### config.mk
export PLATFORM = sky130hd
export DESIGN_NAME = stopwatch_time_counter
export DESIGN_NICKNAME = d
export VERILOG_FILES = /design/src/rtl/stopwatch_pkg.sv /design/src/rtl/bcd_digit_counter.sv /design/src/rtl/stopwatch_time_counter.sv
export SDC_FILE = /design/constraint.sdc
export NUM_CORES = 1
export LEC_CHECK = 0
export CORE_ASPECT_RATIO = 2
export CORE_MARGIN = 10
export CORE_UTILIZATION = 48
export CTS_CLUSTER_DIAMETER = 50
export CTS_CLUSTER_SIZE = 25
export DETAILED_ROUTE_END_ITERATION = 6
export PLACE_DENSITY = 0.79
export SYNTH_ARGS = -nofsm -noshare
export SYNTH_HDL_FRONTEND = slang
export SYNTH_HIERARCHICAL = 1
export SYNTH_SLANG_ARGS = --single-unit
### constraint.sdc
create_clock -name clock_100Mhz -period 3.66 [get_ports clock_100Mhz]
set_input_delay 0.732 -clock clock_100Mhz [delete_from_list [all_inputs] [get_ports clock_100Mhz]]
set_output_delay 0.732 -clock clock_100Mhz [all_outputs]
set_load 0.02 [all_outputs]
### src/rtl/stopwatch_pkg.sv
// -----------------------------------------------------------------------------
// stopwatch_pkg
// Shared types and constants for the stopwatch time counter:
//   - state_e      : control FSM state encoding
//   - BCD_W        : width of one BCD digit
//   - NUM_DIGITS   : HH:MM:SS.CC digit count
//   - digit_mod()  : modulus of each digit position, CC units first
// -----------------------------------------------------------------------------
package stopwatch_pkg;

    typedef enum logic [1:0] {
        IDLE    = 2'd0,
        RUN     = 2'd1,
        PAUSE   = 2'd2,
        LAP_RUN = 2'd3
    } state_e;

    localparam int unsigned BCD_W      = 4;
    localparam int unsigned NUM_DIGITS = 8;

    // Digit moduli: decimal digits, tens of seconds/minutes, hour digits.
    localparam int unsigned MOD_DEC  = 10;
    localparam int unsigned MOD_SEX  = 6;
    localparam int unsigned MOD_HOUR = 10;

    // Position 0 is CC units, position 7 is H tens.
    function automatic int unsigned digit_mod(input int unsigned idx);
        case (idx)
            3, 5:    return MOD_SEX;
            6, 7:    return MOD_HOUR;
            default: return MOD_DEC;
        endcase
    endfunction

endpackage

### src/rtl/bcd_digit_counter.sv
// -----------------------------------------------------------------------------
// bcd_digit_counter
// One BCD digit of a ripple-carry chain counting 0..MOD-1.
// Ports:
//   clk          in   clock, rising edge
//   clear_i      in   synchronous clear to 0 (priority over counting)
//   inc_en_i     in   global count enable (the centisecond tick)
//   carry_in_i   in   all lower digits are at their maximum
//   digit_o      out  current digit value
//   carry_out_o  out  carry_in_i and this digit at MOD-1
// -----------------------------------------------------------------------------
module bcd_digit_counter
    import stopwatch_pkg::*;
#(
    parameter int unsigned MOD = 10
) (
    input  logic             clk,
    input  logic             clear_i,
    input  logic             inc_en_i,
    input  logic             carry_in_i,
    output logic [BCD_W-1:0] digit_o,
    output logic             carry_out_o
);

    if (MOD < 2 || MOD > 10) begin : g_bad_mod
        $error("bcd_digit_counter: MOD must be within 2..10");
    end

    localparam logic [BCD_W-1:0] DIGIT_MAX = BCD_W'(MOD - 1);

    logic [BCD_W-1:0] digit_q;
    logic [BCD_W-1:0] digit_d;

    assign carry_out_o = carry_in_i && (digit_q == DIGIT_MAX);

    always_comb begin
        // NOTE: default first so every path assigns digit_d and no latch is inferred.
        digit_d = digit_q;
        if (clear_i) begin
            digit_d = '0;
        end else if (inc_en_i && carry_in_i) begin
            digit_d = carry_out_o ? '0 : digit_q + BCD_W'(1);
        end
    end

    // NOTE: non-blocking so every flop samples pre-edge values of its neighbours.
    always_ff @(posedge clk) begin
        digit_q <= digit_d;
    end

    assign digit_o = digit_q;

endmodule

### src/rtl/stopwatch_time_counter.sv
// -----------------------------------------------------------------------------
// stopwatch_time_counter
// Divides the board clock to a centisecond tick, keeps HH:MM:SS.CC as 8 BCD
// digits and handles start/stop, lap-freeze and clear command pulses.
// Ports:
//   clock_100Mhz  in   system clock, rising edge
//   reset         in   synchronous reset, active low
//   start_stop    in   pulse: toggle counting
//   lap           in   pulse: freeze / unfreeze displayed value
//   clear         in   pulse: zero the time (PAUSE only)
//   digits_bcd    out  displayed time, [31:28]=H tens .. [3:0]=CC units
//   running       out  RUN or LAP_RUN
//   lap_active    out  LAP_RUN
//   overflow      out  one-cycle pulse on wrap past 99:59:59.99
// -----------------------------------------------------------------------------
module stopwatch_time_counter
    import stopwatch_pkg::*;
#(
    parameter int unsigned CLK_HZ  = 100_000_000,
    parameter int unsigned TICK_HZ = 100
) (
    input  logic                          clock_100Mhz,
    input  logic                          reset,
    input  logic                          start_stop,
    input  logic                          lap,
    input  logic                          clear,
    output logic [NUM_DIGITS*BCD_W-1:0]   digits_bcd,
    output logic                          running,
    output logic                          lap_active,
    output logic                          overflow
);

    localparam int unsigned DIV   = CLK_HZ / TICK_HZ;
    localparam int unsigned PRE_W = $clog2(DIV);
    localparam logic [PRE_W-1:0] PRE_LAST = PRE_W'(DIV - 1);

    if (DIV < 2 || (CLK_HZ % TICK_HZ) != 0) begin : g_bad_div
        $error("stopwatch_time_counter: CLK_HZ/TICK_HZ must be an integer >= 2");
    end

    state_e                        state_q, state_d;
    logic [PRE_W-1:0]              presc_q, presc_d;
    logic [NUM_DIGITS*BCD_W-1:0]   lap_q;
    logic [NUM_DIGITS*BCD_W-1:0]   live_bcd;
    logic                          ovf_q;
    logic                          run_now;
    logic                          tick;
    logic                          clr_time;
    logic                          lap_load;
    logic [NUM_DIGITS:0]           carry;

    assign run_now  = (state_q == RUN) || (state_q == LAP_RUN);
    assign tick     = run_now && (presc_q == PRE_LAST);
    // Time is zeroed by reset and by an honoured clear (PAUSE only).
    assign clr_time = !reset || ((state_q == PAUSE) && clear);

    // Control FSM; start_stop outranks lap, clear outranks start_stop.
    always_comb begin
        state_d  = state_q;
        lap_load = 1'b0;
        case (state_q)
            IDLE: begin
                if (start_stop) state_d = RUN;
            end
            RUN: begin
                if (start_stop) begin
                    state_d = PAUSE;
                end else if (lap) begin
                    state_d  = LAP_RUN;
                    lap_load = 1'b1;
                end
            end
            LAP_RUN: begin
                if (start_stop)  state_d = PAUSE;
                else if (lap)    state_d = RUN;
            end
            PAUSE: begin
                if (clear)           state_d = IDLE;
                else if (start_stop) state_d = RUN;
            end
            default: state_d = IDLE;
        endcase
    end

    // Prescaler only advances while running; it holds in PAUSE so a resumed
    // count keeps its fractional centisecond.
    always_comb begin
        presc_d = presc_q;
        if (state_q == IDLE || clr_time) begin
            presc_d = '0;
        end else if (run_now) begin
            presc_d = (presc_q == PRE_LAST) ? '0 : presc_q + PRE_W'(1);
        end
    end

    always_ff @(posedge clock_100Mhz) begin
        if (!reset) begin
            state_q <= IDLE;
            presc_q <= '0;
            // NOTE: lap_q is a plain register, so it takes a reset value like the rest.
            lap_q   <= '0;
            ovf_q   <= 1'b0;
        end else begin
            state_q <= state_d;
            presc_q <= presc_d;
            // Captures the pre-increment value when a tick lands on the lap edge.
            if (lap_load) lap_q <= live_bcd;
            ovf_q   <= tick && carry[NUM_DIGITS];
        end
    end

    // Ripple carry: a digit advances on tick when all lower digits are at max.
    assign carry[0] = 1'b1;

    for (genvar i = 0; i < NUM_DIGITS; i++) begin : g_digit
        bcd_digit_counter #(
            .MOD (digit_mod(i))
        ) u_cnt (
            .clk         (clock_100Mhz),
            .clear_i     (clr_time),
            .inc_en_i    (tick),
            .carry_in_i  (carry[i]),
            .digit_o     (live_bcd[i*BCD_W +: BCD_W]),
            .carry_out_o (carry[i+1])
        );
    end

    // Outputs decode registers only, so they reflect the state after each edge.
    assign digits_bcd = (state_q == LAP_RUN) ? lap_q : live_bcd;
    assign running    = run_now;
    assign lap_active = (state_q == LAP_RUN);
    assign overflow   = ovf_q;

endmodule

# After elaboration in Yosys (flattened, before gate mapping)

Index checks and enable logic that the tools add are counted.
W data, S select, Z words.

Register bits after elaboration: 87
Input port bits: 5
Output and inout bits: 35
Word-level logic and storage cells: 80

Add/subtract/negate cells: 9
Eq/ne operators: 14
Multiplexer cells: 20
Bitwise operators: 1
Reductions and logical operators: 24

Operators with widths:

| operator                | count |
|---|---|
| $add A4 B1 Y4 const B   | 8 |
| $mux W32                | 1 |
| $mux W4                 | 8 |
| $eq A4 B4 Y1 const B    | 6 |
| $add A20 B1 Y20 const B | 1 |
| $eq A20 B20 Y1 const B  | 1 |
| $mux W20                | 1 |
| $logic_and A1 B1 Y1     | 17 |
| $mux W2                 | 6 |
| $eq A4 B3 Y1 const B    | 2 |
| $pmux W2 S4             | 1 |
| $ne A3 B3 Y1 const B    | 2 |
| $eq A2 B2 Y1 const B    | 2 |
| $logic_or A1 B1 Y1      | 3 |
| $mux W1                 | 3 |
| $eq A2 B1 Y1 const B    | 1 |
| $logic_not A2 Y1        | 1 |
| $reduce_and A2 Y1       | 1 |
| $reduce_or A2 Y1        | 1 |
| $logic_not A1 Y1        | 1 |
| $not A1 Y1              | 1 |

# Logic depth before layout (Yosys ltp)

Depth in word-level cells: 9
Gate-level depth with buffers: 12
Mapped depth without buffers: 12

# Modules after synthesis

Netlist, hierarchy kept.

By module, submodules not included:

| module                                   | times used | cells each | area an instance (um^2) | sequential area each (um^2) |
|---|---|---|---|---|
| stopwatch_time_counter                   | 1          | 300        | 2656.3                  | 1101.1 |
| bcd_digit_counter (g_digit[0].u_cnt ...) | 6          | 22         | 201.4                   | 80.1 |
| bcd_digit_counter (g_digit[3].u_cnt ...) | 2          | 23         | 206.4                   | 80.1 |

# Least setup slack after synthesis

No wires, ideal clock.

Path type: reg2reg
Start point: reg presc_q[0]
End point: reg g_digit[3].u_cnt.digit_q[3]
Setup time: 0.081 ns
Arrival: 3.166 ns
Data required time: 3.579 ns
Setup slack: 0.413 ns
Stages on the path, launching flop included: 9
Buffers on the path: 1
Period minus slack after synthesis: 3.247 ns
Path through: dfxtp_1 -> ha_1 -> and4_1 -> buf_4 -> nand2_1 -> nor3_1 -> nand2_1 -> or4_1 -> a21oi_1

Cells in the longest elaborated chain, start to end: 3

RTL lines:

| what                     | RTL line                      | RTL |
|---|---|---|
| start: declaration       | stopwatch_time_counter.sv:42  | `logic [PRE_W-1:0] presc_q, presc_d;` |
| start signal: assignment | stopwatch_time_counter.sv:105 | `presc_q <= presc_d;` |
| $eq A20 B20 Y1           | stopwatch_time_counter.sv:53  | `assign tick = run_now && (presc_q == PRE_LAST);` |
| $logic_and A1 B1 Y1      | stopwatch_time_counter.sv:53  |  |
| named net tick           | stopwatch_time_counter.sv:47  | `logic tick;` |
| $logic_and A1 B1 Y1      | bcd_digit_counter.sv:41       | `end else if (inc_en_i && carry_in_i) begin` |
| end signal: assignment   | bcd_digit_counter.sv:48       | `digit_q <= digit_d;` |
| end: declaration         | bcd_digit_counter.sv:31       | `logic [BCD_W-1:0] digit_q;` |

The timed path passes the listed nets, and every way through them passes these cells.
A chain may end at the register's enable or synchronous reset.

# Worst setup path after layout

Start point: reg state_q[1]
End point: out digits_bcd[24]

Cells in the longest elaborated chain, start to end: 2

RTL lines:

| what                     | RTL line                      | RTL |
|---|---|---|
| start: declaration       | stopwatch_time_counter.sv:41  | `state_e state_q, state_d;` |
| start signal: assignment | stopwatch_time_counter.sv:104 | `state_q <= state_d;` |
| $eq A2 B2 Y1             | stopwatch_time_counter.sv:129 | `assign digits_bcd = (state_q == LAP_RUN) ? lap_q : live_bcd;` |
| $mux W32                 | stopwatch_time_counter.sv:129 |  |
| end: declaration         | stopwatch_time_counter.sv:27  | `output logic [NUM_DIGITS*BCD_W-1:0] digits_bcd,` |

Every way passes these cells.

==> metrics.md <==
| Metric | Value |
|---|---|
| Status | `completed` |
| Syn-to-layout area delta | `18.13%` |
| Setup TNS | `0 ps` |
| Critical path endpoint category | `output port` |
| Most frequent cells in the layout | `nand2_1 (93), dfxtp_1 (87), clkdlybuf4s50_1 (39), a21boi_0 (33), mux2_2 (32)` |
| Footprint of the multi-input gates | `0.002425 mm²` |
| Grt met1 use | `15.07%` |
| Finished Cell Area | `0.005054 mm²` |
| Port Buffers | `39` |
| Adder-Cell Fraction of Synth Area | `4.972%` |
| Final setup viols | `0` |
| Vias per cell | `5.619` |
| Postcts setup bufs | `0` |
| FP Rows | `48` |
| Worst hold slack | `460.8 ps` |
| Kind of critical path | `reg2out` |
| Tmin final | `3262 ps` |
| Worst Hold Class | `reg2reg` |
| Starting Density | `49.46%` |
| Non-filler cells, final | `624` |
| Clk buf depth | `2` |
| Yosys top cell by area | `dfxtp_1` |
| Synth warn | `6` |
| Vias in the first global route | `3569` |
| Slew Limit Fails | `0` |
| Final core occ | `58.43%` |
| DRT iter0 DRCs | `220` |
| CTS H-tree lvls | `3` |
| GRT met3 Usage | `4.603%` |
| Skew-Pair Late Insertion Delay | `340 ps` |
| Fin. Hold Viols | `0` |
| Synth Area in Simple Gates | `23.40%` |
| Root Driver | `clkbuf_16` |
| Post-Place Cells | `609` |
| Die width | `86.76 µm` |
| Routed Antenna Nets | `0` |
| Die footprint | `0.01332 mm²` |
| Number of synthesized flops with an enable pin | `0` |
| Filler instances | `803` |
| Post-synthesis cell area | `0.004278 mm²` |
| Post-cts repair resize count | `0` |
| Core area | `0.008648 mm²` |
| Most common library cell in the layout ignoring fill and taps | `nand2_1` |
| Initial antenna violation count | `0` |
| Arrival time of the worst setup path | `2530 ps` |
| Largest net degree at the start of global routing | `37` |
| CTS tree | `done` |
| Yosys reg bits | `87` |
| # hold bufs at CTS | `0` |
| Clock Sinks | `87` |
| Post-DR wirelength/cell | `15.09 µm` |
| Cell area power density | `376.5 mW/mm²` |
| Largest family of logic cells by synthesized area | `simple AND/OR/NAND/NOR gates` |
| First-pass GRT wire length | `16640 µm` |
| HPWL Detailed | `6694 µm` |
| Sequential fraction of the synthesis area | `40.71%` |
| Most used DFF post-synth | `dfxtp_1` |
| Top Usage Layer GRT | `met2` |
| DRT Wirelength | `9415 µm` |
| Crit path max fanout | `17` |
| WP data required | `2930 ps` |
| GRT Overall Usage | `15.11%` |
| Via count | `3506` |
| Ports | `40` |
| Compound-Gate Fraction of Synth Area | `14.36%` |
| Antenna diode count | `0` |
| Critical-path cell list | `nand2_1 -> buf_4 -> mux2_2 -> clkdlybuf4s50_1` |
| RSZ-0062 raised after global routing | `false` |
| Die H | `153.5 µm` |
| Share of cells above drive strength 1 | `14.12%` |
| Tcrit/Tclk final | `89.12%` |
| Grt ovf | `0` |
| Worst-path clk slew | `60 ps` |
| Area contributors post-synth | `dfxtp_1 (41%), mux2_2 (8.4%), nand2_1 (8.2%), a21boi_0 (5.8%), ha_1 (5.0%)` |
| GPL Wtd Cong | `0.8227` |
| Fmax | `0.3066 GHz` |
| CTS buffer count | `9` |
| Total placed instance area | `0.004780 mm²` |
| GRT met2 Usage | `27.17%` |
| Post-Synth XOR/XNOR Area | `4.914%` |
| Actual slew at the worst max-slew pin | `796.6 ps` |
| First-pass iteration count of the detailed router | `4` |
| CP Launch Type | `flip-flop` |
| Final Skew | `5.709 ps` |
| Slowest CP cell | `nand2_1` |
| CP peak stage delay | `610 ps` |
| Mapped Avg Cell Area | `8.949 µm²` |
| Max IR drop VDD | `0.3015 mV` |
| Synth top area share | `40.71%` |
| Register Area | `0.001742 mm²` |
| Leakage power | `0.001841 µW` |
| Post-Syn Instances | `478` |
| Relative slew slack | `46.77%` |
| Max Cap Violations | `0` |
| Async SR Flop Fraction | `0%` |
| DRC viols | `0` |
| Cell variety after synth | `43` |
| Multiplexer share of the synthesized area | `8.658%` |
| Layout net count | `542` |
-- worst paths after layout --
kind              slack [ps]  cells after the start                          end                        start
setup / recovery         400                      4               digits_bcd[24]                   state_q[1]
hold / removal           460                      2                     lap_q[7]                     lap_q[7]
setup reg to reg         420                     11  g_digit[7].u_cnt/digit_o[3]  g_digit[0].u_cnt/digit_o[0]
hold reg to reg          460                      2                     lap_q[7]                     lap_q[7]
-- layout make-up --
| class | count | share of cell area (%) |
|---|---|---|
| clock inverter | 1 | 0.5942 |
| sequential | 87 | 34.46 |
| timing repair buffer | 47 | 8.913 |
| clock buffer | 14 | 4.828 |
| inverter | 10 | 0.7428 |
| multi-input combinational | 365 | 47.98 |
| tap | 100 | 2.476 |
-- per-layer routing --
layer,routed length [µm],part of all wire [%]
met4,202,2.1
met1,3498,37
met5,0,0
met3,469,5.0
met2,5245,56
-- synth_stat cells (all sizes together) (2+ instances only) --
| cell type | instances |
|---|---|
| and3 | 3 |
| a21o | 6 |
| or3 | 22 |
| nor2b | 3 |
| nand4 | 6 |
| dfxtp | 87 |
| o31ai | 4 |
| o21ai | 15 |
| inv | 10 |
| a21oi | 26 |
| and3b | 3 |
| nand3b | 2 |
| nand3 | 18 |
| or4 | 5 |
| ha | 17 |
| and2 | 5 |
| a31oi | 2 |
| o2111a | 2 |
| and4 | 3 |
| buf | 7 |
| a21boi | 33 |
| nand2 | 93 |
| and4b | 6 |
| xor2 | 22 |
| xnor2 | 2 |
| mux2 | 32 |
| clkbuf | 11 |
| nor2 | 24 |
| nor3 | 4 |
-- cells by family after synthesis --
logic type | count (synthesis)
AOI/OAI and AO/OA | 89
muxes | 33
adders and majority gates | 17
and+or+nand+nor | 199
other | 1
DFF | 87
xor gates and xnor gates | 24
buffers and inverters | 28
-- worst max-delay path: cells and delay by family (launching register included) --
kind,cells,cell delay (ps)
simple gates,1,610
mux,1,360
flops,1,360
buf+inv,2,850
-- flip-flops by register name, indices dropped and copies added, names as in the netlist --
signal,cells
g_digit.u_cnt/digit_o,32
overflow,1
lap_q,32
state_q,2
presc_q,20
-- stage by stage --
| stage | total power [µW] | setup WS, ps |
|---|---|---|
| 6_report | 1903 | 398.1 |
| 5_1_grt | 1978 | 170.4 |
| 4_1_cts | 1921 | 393.0 |
| 3_5_place_dp | 1050 | 474.9 |
| 3_3_place_gp | 1047 | 622.6 |
| 2_1_floorplan | 1025 | 413.3 |
-- where the power goes --
| part | internal, µW | total, µW | switching [µW] |
|---|---|---|---|
| combinational | 29.6 | 76.6 | 47.0 |
| clock | 526 | 875 | 348 |
| sequential | 950 | 952 | 2.18 |
| total | 1510 | 1900 | 397 |
Note: power is estimated with default switching activity, not from simulation.
